===== config.mk =====
export PLATFORM = sky130hd
export DESIGN_NAME = alu_exec_unit
export DESIGN_NICKNAME = d
export VERILOG_FILES = /design/src/rtl/alu_exec_unit.sv
export SDC_FILE = /design/constraint.sdc
export NUM_CORES = 1
export LEC_CHECK = 0
export BUFFER_PORTS_ARGS = -buffer_cell sky130_fd_sc_hd__buf_2
export CAP_MARGIN = 10
export CORE_UTILIZATION = 40
export CTS_CLUSTER_DIAMETER = 120
export DETAILED_ROUTE_END_ITERATION = 6
export PLACE_DENSITY_LB_ADDON = 0.05
export SYNTH_ARGS = -nofsm -noshare
export SYNTH_HDL_FRONTEND = slang
export SYNTH_SLANG_ARGS = --single-unit
export TNS_END_PERCENT = 5

===== constraint.sdc =====
create_clock -name clk -period 3.15 [get_ports clk]
set_input_delay 0.315 -clock clk [delete_from_list [all_inputs] [get_ports clk]]
set_output_delay 0.315 -clock clk [all_outputs]
set_load 0.02 [all_outputs]

===== src/rtl/alu_exec_unit.sv =====
// rtl/alu_exec_unit.sv - multi-cycle ALU execute stage with start/done handshake
// Single-cycle logic/arithmetic ops; shifts step one bit per clock.
module alu_exec_unit #(
   parameter int DATA_W  = 16,
   parameter int SHAMT_W = 4
) (
   input  logic               clk,
   input  logic               rst_n,
   input  logic               start,
   input  logic [3:0]         alu_cnt,
   input  logic [DATA_W-1:0]  op_a,
   input  logic [DATA_W-1:0]  op_b,
   input  logic [SHAMT_W-1:0] shamt,
   output logic               busy,
   output logic               done,
   output logic [DATA_W-1:0]  result,
   output logic               flag_s,
   output logic               flag_z,
   output logic               flag_c,
   output logic               flag_v,
   output logic               illegal
);
   localparam int MSB = DATA_W - 1;

   typedef enum logic [1:0] {IDLE, SHIFT, DONE} state_t;

   state_t             state, state_d;
   logic [1:0]         shop_q, shop_d;
   logic [DATA_W-1:0]  work_q, work_d;
   logic [SHAMT_W-1:0] cnt_q, cnt_d;
   logic [DATA_W-1:0]  res_q, res_d;
   logic               c_q, c_d, v_q, v_d, ill_q, ill_d;

   logic [DATA_W:0]    sum;
   logic [DATA_W-1:0]  op_res, sh_w;
   logic               op_c, op_v, op_ill, sh_c, is_shift;

   // Result of a request that completes in its accept cycle (incl. zero-length shifts)
   always_comb begin
      sum    = '0;
      op_res = '0;
      op_c   = 1'b0;
      op_v   = 1'b0;
      op_ill = 1'b0;
      case (alu_cnt)
         4'b0000: begin
            sum    = {1'b0, op_a} + {1'b0, op_b};
            op_res = sum[MSB:0];
            op_c   = sum[DATA_W];
            op_v   = (op_a[MSB] == op_b[MSB]) && (op_res[MSB] != op_a[MSB]);
         end
         4'b0001: begin
            op_res = op_a - op_b;
            op_c   = op_a < op_b;
            op_v   = (op_a[MSB] != op_b[MSB]) && (op_res[MSB] != op_a[MSB]);
         end
         4'b0010: op_res = op_a & op_b;
         4'b0011: op_res = op_a | op_b;
         4'b0100: op_res = op_a ^ op_b;
         4'b0110, 4'b1100, 4'b1101: op_res = op_b;
         4'b1000, 4'b1001, 4'b1010, 4'b1011: op_res = op_a;
         default: op_ill = 1'b1;
      endcase
   end

   always_comb begin
      sh_w = work_q;
      sh_c = 1'b0;
      case (shop_q)
         2'b00: begin sh_w = {work_q[MSB-1:0], 1'b0};       sh_c = work_q[MSB]; end
         2'b01: begin sh_w = {work_q[MSB-1:0], work_q[MSB]}; sh_c = work_q[MSB]; end
         2'b10: begin sh_w = {1'b0, work_q[MSB:1]};          sh_c = work_q[0];   end
         default: begin sh_w = {work_q[MSB], work_q[MSB:1]}; sh_c = work_q[0];   end
      endcase
   end

   assign is_shift = (alu_cnt[3:2] == 2'b10);

   always_comb begin
      state_d = state;
      shop_d  = shop_q;
      work_d  = work_q;
      cnt_d   = cnt_q;
      res_d   = res_q;
      c_d     = c_q;
      v_d     = v_q;
      ill_d   = ill_q;
      case (state)
         IDLE: begin
            if (start) begin
               shop_d = alu_cnt[1:0];
               if (is_shift && (shamt != '0)) begin
                  work_d  = op_a;
                  cnt_d   = shamt;
                  state_d = SHIFT;
               end else begin
                  res_d   = op_res;
                  c_d     = op_c;
                  v_d     = op_v;
                  ill_d   = op_ill;
                  state_d = DONE;
               end
            end
         end
         SHIFT: begin
            work_d = sh_w;
            cnt_d  = cnt_q - 1'b1;
            if (cnt_q == SHAMT_W'(1)) begin
               res_d   = sh_w;
               c_d     = sh_c;
               v_d     = 1'b0;
               ill_d   = 1'b0;
               state_d = DONE;
            end
         end
         default: state_d = IDLE;
      endcase
   end

   always_ff @(posedge clk) begin
      if (!rst_n) begin
         state  <= IDLE;
         shop_q <= '0;
         work_q <= '0;
         cnt_q  <= '0;
         res_q  <= '0;
         c_q    <= 1'b0;
         v_q    <= 1'b0;
         ill_q  <= 1'b0;
      end else begin
         state  <= state_d;
         shop_q <= shop_d;
         work_q <= work_d;
         cnt_q  <= cnt_d;
         res_q  <= res_d;
         c_q    <= c_d;
         v_q    <= v_d;
         ill_q  <= ill_d;
      end
   end

   // Flags are zero after reset even though result is zero
   logic valid_q;
   always_ff @(posedge clk) begin
      if (!rst_n)               valid_q <= 1'b0;
      else if (state_d == DONE) valid_q <= 1'b1;
   end

   assign busy    = (state != IDLE);
   assign done    = (state == DONE);
   assign illegal = done & ill_q;
   assign result  = res_q;
   assign flag_s  = res_q[MSB];
   assign flag_z  = valid_q & (res_q == '0);
   assign flag_c  = c_q;
   assign flag_v  = v_q;
endmodule


Word-level counts from Yosys, hierarchy flattened
Index checks and enable logic that the tools add are counted.
W data, S select, Z words.
- add/sub/neg operators: 3
- order comparisons: 1
- equal/unequal tests: 26
- mux-type cells: 31
- bitwise logic cells: 5
- reduce and logical (&&, ||, !) cells: 17
- operator list (kind ; number):
    $pmux W16 S7 ; 1
    $mux W16 ; 5
    $pmux W16 S2 ; 2
    $pmux W16 S3 ; 1
    $eq A4 B4 Y1 const B ; 6
    $add A16 B16 Y17 ; 1
    $and A16 B16 Y16 ; 1
    $logic_not A16 Y1 ; 1
    $lt A16 B16 Y1 ; 1
    $or A16 B16 Y16 ; 1
    $sub A16 B16 Y16 ; 1
    $xor A16 B16 Y16 ; 1
    $reduce_or A12 Y1 ; 1
    $mux W1 ; 10
    $pmux W1 S2 ; 5
    $eq A2 B2 Y1 const B ; 4
    $eq A4 B1 Y1 const B ; 2
    $eq A4 B2 Y1 const B ; 2
    $eq A4 B3 Y1 const B ; 2
    $mux W4 ; 2
    $ne A2 B2 Y1 const B ; 4
    $pmux W4 S2 ; 1
    $mux W2 ; 3
    $eq A2 B1 Y1 const B ; 2
    16 further kinds ; 23
- register bits: 44
- output and inout bits: 23

Logic depth before layout (Yosys ltp)
Gate-level depths: netlist (run 1).
- depth after elaboration: 7
- gate-level depth with buffers: 12
- gate-level depth less buffers: 12

Worst setup path before layout (run 1)
No wires, ideal clock.
- kind: input -> register
- from: in op_a[6]
- to: reg res_q[9], in the netlist result[9]
- setup time: 0.122 ns
- data arrival time: 2.275 ns
- required time: 3.028 ns
- slack: 0.753 ns
- stages: 10
- buffers on the path: 1
- cell sequence: inv_1 ha_1 buf_2 a211o_1 a2111oi_4 nor2_1 a31o_2 a31o_2 a211oi_1 o21ai_0
- cells in the longest elaborated chain, start to end: 5
- elaborated cells on any way between the ends: 6
- those cells by class: add/sub: 2; mux: 4
- ends and longest elaborated chain (item ; line ; RTL):
    start: declaration ; 11 ; input logic [DATA_W-1:0] op_a,
    $sub A16 B16 Y16 or $add A16 B16 Y17 (tied branches) ; 53, 47 ;
    $pmux W16 S7 (*) ; 45 ; case (alu_cnt)
    $mux W16 (*) ; 92 ; if (is_shift && (shamt != '0)) begin
    $mux W16 (*) ; 90 ; if (start) begin
    $pmux W16 S2 (*) ; 88 ; case (state)
    end signal: assignment ; 135 ; res_q <= res_d;
    end: declaration ; 31 ; logic [DATA_W-1:0] res_q, res_d;
Mark *: on every way between the ends. The rest lies on a longest branch, timed or not. The select of a mux whose other input is x is not followed.
A chain may end at the register's enable or synchronous reset.

Worst setup path in the final report (run 1)
Ends and elaborated chain as after synthesis.

==> metrics.yaml, run 1 <==
track_usage_pct: 28.8
relSlewSlack_pct: 42.0
ctsResizeCount: 0
crit_path_start: "op_a[6]"
slew_viol_final: 0
area_growth_pct: 14.0
cp.required_ns: 3.31
critical_path.most_common_cell: "a31o_2"
worstMarginPinSlew_ns: 0.864
path_max_fanout: 10
synthCells: 700
cts_buffers: 5
p_sw_share_pct: 38.5
layout_min_cycle_time_ns: 2.72
ant_nets: 0
synth_compound_area_share_pct: 30.8
synth_ff_type: "dfxtp_1"
fmaxAchievable_mhz: 367
grt_first_pass_wirelength_mm: 29.0
drive_gt1_share_pct: 15.3
design.portCount: 66
post_drt_wl_per_cell_um: 20.1
avgSynthCellArea_um2: 7.27
cts.path.max_buffers: 2
critical_path.slowest_cell: "ha_1"
detailed_place_hpwl_mm: 14.6
skew_ns: 0.00597
end_kind: "flop"
clock_latency_ns: 0.28
drc: 0
grt-ovfl-total: 0
p_int_w: 0.00121
yosys.area_share.simple_pct: 21.5
wirelength_mm: 18.5
finalNonFillerCells: 919
critPathKind: "in -> reg"
path_cells: "buf_2 > inv_1 > ha_1 > a211o_1 > a2111oi_4 > nor2_1 > a31o_2 > a31o_2 > a211oi_1 > o21ai_0"
avgViaCountPerCell: 5.87
antenna_found_initial: 1
async_reset_ff_share_pct: 0
vias: 5399
fp.coreArea_um2: 12200
place_inst: 911
worst-path-buf-inv: 2
hold_ws_ns: 0.324
power_frac_seq_pct: 32.2
die_x_um: 115
place_congestion: 0.934
cts_num_sinks: 44
hp-class: "in -> reg"
fillers: 1315
h-tree-depth: 2
die_h_um: 115
grt_max_degree: 45
synth_top_family_by_area: "compound AO/OA/AOI/OAI gates"
syn_nets: 798
initial_core_util_pct: 41.7
ctsHoldBuffers: 0
cts_tree: "done"
start_kind: "input pin"
synth_fa_ha_area_share_pct: 13.8
grt_setup_unrepaired: "false"
setup-tns-final_ns: 0
synthXorXnorAreaFrac_pct: 2.24
synth_seq_cells: 44
path_delay_family: "compound AO/OA/AOI/OAI gates"
finalSetupViolCount: 0
slowest_delay_ns: 0.43
fin_nets: 848
io_buffers: 65
clkTransAtPathRegs_ns: 0.07
die_area_um2: 13200
p_leak_nw: 2.51
hold_start: "shamt[0]"
num_rows: 40
ir_drop_uv: 178
ys_types: 72
synth-seq-area-share_pct: 17.3
finalHoldViolCount: 0
p_total_w: 0.00197
cap_violations: 0
p_per_area_nw_per_um2: 339
synth_edf_count: 0
combPwrFrac_pct: 40.5
yosys.area.top_type_share_pct: 17.3
status: "finished, final reports clean"
r2r_start: "state[1]"
drtIter0Drc: 448
cp_data_arrival_time_ns: 2.89
first_global_vias: 5204
finalCritPeriodShare_pct: 86.4
muxShareOfSynthArea_pct: 6.62
cts_root_buf: "clkbuf_16"
firstDrtPassIters: 5
p_switching_w: 0.000756
synth.area.top_cells: "dfxtp_1 (17%), ha_1 (13%), a21oi_1 (6.0%)"
post_cts_buffers: 0
synth_warnings: 0
yosysTopAreaCell: "dfxtp_1"
pwr-share-clk_pct: 27.3
antenna_cells: 0
netlist_area_um2: 5090
## cell families after synthesis
logic type | count (synthesis)
AOI/OAI and AO/OA | 228
and+or+nand+nor | 225
buffers and inverters | 102
adders and majority gates | 55
DFF | 44
muxes | 33
xor gates and xnor gates | 13
## registers in the layout, summed over array words and instances, names as in the netlist
register,count
result,16
flag_v,1
cnt_q,4
valid_q,1
work_q,16
shop_q,2
flag_c,1
ill_q,1
state,2
## power by group through the flow
stage	Sequential [W]	Combinational (W)	Clock [W]
after floorplan	0.000655	0.000507	0
after global placement	0.000644	0.000785	0
after detailed placement	0.000645	0.000787	0
after CTS	0.000633	0.000791	0.000546
after global routing	0.000638	0.000875	0.000571
final	0.000634	0.000796	0.000538
## cell usage after synthesis, drive strengths merged (3+ instances only)
master	number
nand2	69
a21oi	61
nor2	61
inv	55
ha	53
o21ai	46
dfxtp	44
clkbuf	33
mux2i	28
nor2b	16
nand3	15
buf	14
o21a	14
xnor2	12
a22oi	11
o211ai	10
nor4	9
and2	8
nor3	8
o221ai	8
a221oi	7
nand3b	7
a211oi	6
and3	6
nand2b	6
nand4	6
a2111oi	5
mux2	5
o31ai	5
a211o	4
a21o	4
a31oi	4
o2111ai	4
o21bai	4
o22ai	4
o311ai	4
a21boi	3
nor3b	3
o211a	3
or3	3
## worst min-delay path: stages
cell      delay, ns
buf_2          0.09
a221oi_1       0.07
nor2b_1        0.10
## layer usage
layer | vias up | part of all wire, % | GRT usage, %
met2 | 164 | 48 | 50.3
met5 | - | 0 | 0
met4 | 0 | 2.8 | 8.23
met1 | 2569 | 45 | 37.2
li1 | 2636 | - | -
met3 | 30 | 5.1 | 3.74
## through the flow
| stage | utilization [%] | area [um^2] | setup slack, ns |
|---|---|---|---|
| 4_1_cts | 47.5 | 5800 | 0.376 |
| 2_1_floorplan | - | 5090 | 0.753 |
| 5_1_grt | 47.5 | 5800 | 0.263 |
| 6_report | 47.5 | 5800 | 0.428 |
| 3_5_place_dp | 46.3 | 5650 | 0.104 |
| 3_3_place_gp | 46.3 | 5650 | 0.106 |
## cells in the final DEF, fill, tap and decap left out, drive strengths merged, types with 3 or more instances in the layout
cell | Yosys | final
a21o | 4 | 4
a221oi | 7 | 7
o311ai | 4 | 4
and3 | 6 | 6
inv | 55 | 55
a211oi | 6 | 6
clkbuf | 33 | 7
o21a | 14 | 14
mux2 | 5 | 5
nor3 | 8 | 8
or3 | 3 | 3
a21oi | 61 | 61
ha | 53 | 53
o31ai | 5 | 5
nand2 | 69 | 69
nand3b | 7 | 7
xnor2 | 12 | 12
nor4 | 9 | 9
nor3b | 3 | 3
o211a | 3 | 3
o22ai | 4 | 4
a211o | 4 | 4
o221ai | 8 | 8
and2 | 8 | 8
o21bai | 4 | 4
nand4 | 6 | 6
a22oi | 11 | 11
o211ai | 10 | 10
o21ai | 46 | 46
a21boi | 3 | 3
mux2i | 28 | 28
a31oi | 4 | 4
nor2b | 16 | 16
dfxtp | 44 | 44
a2111oi | 5 | 5
buf | 14 | 90
nand3 | 15 | 15
nand2b | 6 | 6
o2111ai | 4 | 4
nor2 | 61 | 61
## path summary, 6_finish.rpt
kind	slack, ns	cells after the start	endpoint
worst max register to register	0.81	8	result[15]
worst max-delay path	0.43	10	result[9]
worst min-delay path	0.32	3	cnt_q[0]
worst min register to register	0.47	1	valid_q
## final cells by class
type / instances / area (um^2) / share of cell area, %
multi-input combinational: 554 / 3830 / 66.0
sequential: 44 / 881 / 15.2
timing repair buffer: 90 / 526 / 9.06
tap: 168 / 210 / 3.62
inverter: 55 / 206 / 3.56
clock buffer: 7 / 143 / 2.46
clock inverter: 1 / 7.51 / 0.129
No activity file was read; power rests on OpenSTA's default activity.
==> inputs of run 2 (changes only) <==
--- a/config.mk
+++ b/config.mk
@@ -12,4 +12,5 @@
 export DETAILED_ROUTE_END_ITERATION = 6
 export PLACE_DENSITY_LB_ADDON = 0.05
+export SLEW_MARGIN = 20
 export SYNTH_ARGS = -nofsm -noshare
 export SYNTH_HDL_FRONTEND = slang
==> constraint.sdc (replaced) <==
create_clock -name clk -period 2.7 [get_ports clk]
set_input_delay 0.675 -clock clk [delete_from_list [all_inputs] [get_ports clk]]
set_output_delay 0.675 -clock clk [all_outputs]
set_load 0.02 [all_outputs]
==> run 2 against run 1 <==
  * The run now ends with negative setup slack left
  * Final cell count increased by 16%
  * Routed wire length increased by 11%
  * Non-clock buffer count rose by 147
  * Sequential share of layout area is 2.8 points lower
  * Via count grew 12%
  * Power grew 36%
  * Clock skew rose by 0.0011 ns
  * Sequential power is 16% higher
  * Register-to-register slack lost 0.48 ns
  * Count of clock-buffer cells in the layout is 2 lower
  * Worst setup slack worse by 0.43 ns
  * Clock power up 35%
  * Critical endpoint is now result[15]
  * Largest power group unchanged
==> metrics.yaml, run 2 (synthesized netlist as in run 1, its figures left out) <==
ir_drop_uv: 240  # +35%
register_area_um2: 881  # unchanged
antenna_cells: 0  # unchanged
fin_nets: 995  # +17%
pre_cts_ws_ns: -0.536  # -0.640 ns
fin_area_um2: 7110  # +23%
design.portCount: 66  # unchanged
multi_input_area_um2: 3990  # +4.2%
clock_latency_ns: 0.29  # about the same
drive_gt1_share_pct: 32.2  # +17 points
avgViaCountPerCell: 5.70  # -3.0%
cts_num_sinks: 44  # unchanged
finalSetupViolCount: 1  # +1
cp_data_arrival_time_ns: 2.94  # +0.05 ns
cap_violations: 0  # unchanged
antenna_found_initial: 0  # -1
fin_ws_ns: -0.00595  # -0.434 ns
grt-ovfl-total: 0  # unchanged
wirelength_mm: 20.5  # +11%
vias: 6073  # +12%
cts_root_buf: "clkbuf_16"
firstDrtPassIters: 5  # unchanged
p_per_area_nw_per_um2: 377  # +11%
num_rows: 40  # unchanged
track_usage_pct: 31.4  # +2.5 points
initial_core_util_pct: 41.7  # unchanged
fp.coreArea_um2: 12200  # unchanged
die_area_um2: 13200  # unchanged
ant_nets: 0  # unchanged
io_buffers: 65  # unchanged
final_common_cell: "buf_4"
grt_setup_unrepaired: "true"
grt_max_degree: 44  # -2.2%
end_kind: "flop"
worstMarginPinSlew_ns: 0.676  # -0.187 ns
detailed_place_hpwl_mm: 16.4  # +13%
p_leak_nw: 3.26  # +30%
skew_ns: 0.00705  # +0.00108 ns
place_congestion: 0.905  # -3.1%
p_total_w: 0.00268  # +36%
violations: "negative setup slack"
area_growth_pct: 39.7
slew_viol_final: 0  # unchanged
critPathKind: "in -> reg"
drtIter0Drc: 341  # -24%
place_area_um2: 6740  # +19%
path_max_fanout: 3  # -7
post_drt_wl_per_cell_um: 19.2  # -4.4%
die_x_um: 115  # unchanged
cts_buffers: 5  # unchanged
finalHoldViolCount: 0  # unchanged
start_kind: "input pin"
hp-class: "reg -> reg"
final_cell_mix: "buf_4 (169), nand2_1 (68), buf_2 (64), nor2_1 (60), a21oi_1 (57)"
cts_tree: "done"
h-tree-depth: 2  # unchanged
clkTransAtPathRegs_ns: 0.07  # about the same
relSlewSlack_pct: 54.9  # +13 points
cp.required_ns: 2.94  # -0.37 ns
status: "finished, violations left"
fillers: 1232  # -6.3%
drc: 0  # unchanged
fmaxAchievable_mhz: 370
cts.path.max_buffers: 2  # unchanged
die_h_um: 115  # unchanged
grt_first_pass_wirelength_mm: 31.4  # +8.3%
layout_min_cycle_time_ns: 2.71
first_global_vias: 5806  # +12%
finalCritPeriodShare_pct: 100
==> run 2: layer usage <==
layer  vias up  wire length, um  GRT usage (%)
li1       2921                -              -
met1      2884             8860           39.3
met5         -                0              0
met2       223             9690           55.2
met4         0              873           11.9
met3        45             1090           3.53
==> run 2: repair_timing <==
item	in CTS	in global routing
hold endpoints to repair	0	0
setup endpoints to repair	7	12
buffers inserted	0	4
gates resized for setup	7	31
pin swaps	6	13
hold buffers	0	0
==> run 2: path summary, 6_finish.rpt <==
check,startpoint,to,slack (ns),cells past startpoint
setup / recovery,op_a[0],result[15],-0.006,12
setup reg to reg,state[0],result[15],0.33,9
hold reg to reg,valid_q,valid_q,0.47,1
hold / removal,valid_q,valid_q,0.47,1
==> run 2: critical path: stages <==
cell	delay, ns
buf_2	0.12
buf_4	0.13
ha_1	0.20
buf_4	0.14
a21o_4	0.23
a2111oi_4	0.37
nor2_2	0.12
a211o_1	0.33
o21bai_2	0.14
mux2i_1	0.08
o21ai_1	0.21
o2111a_1	0.21
==> run 2: final cells by class <==
type / count / area share, %
clock buffers: 5 / 1.76
clock inverters: 3 / 0.651
inverters: 55 / 2.90
multi-input cells: 554 / 56.1
flip-flops and latches: 44 / 12.4
well taps: 168 / 2.96
repair buffers: 237 / 23.2
==> run 2: through the flow <==
stage	setup TNS [ns]	hold WS, ns	utilization, %	cells
2_1_floorplan	-0.0336	0.433	-	700
6_report	-0.00595	0.472	58.2	1066
5_1_grt	-0.314	0.493	58.2	1066
3_3_place_gp	-3.28	0.453	55.2	1054
3_5_place_dp	-3.82	0.455	55.2	1054
4_1_cts	-0.0117	0.471	56.8	1062
==> run 2: where the power goes <==
| part | switching (W) | total (W) | internal (W) |
|---|---|---|---|
| registers | 0.0000439 | 0.000738 | 0.000695 |
| clock network | 0.000286 | 0.000727 | 0.000441 |
| logic | 0.000662 | 0.00122 | 0.000555 |
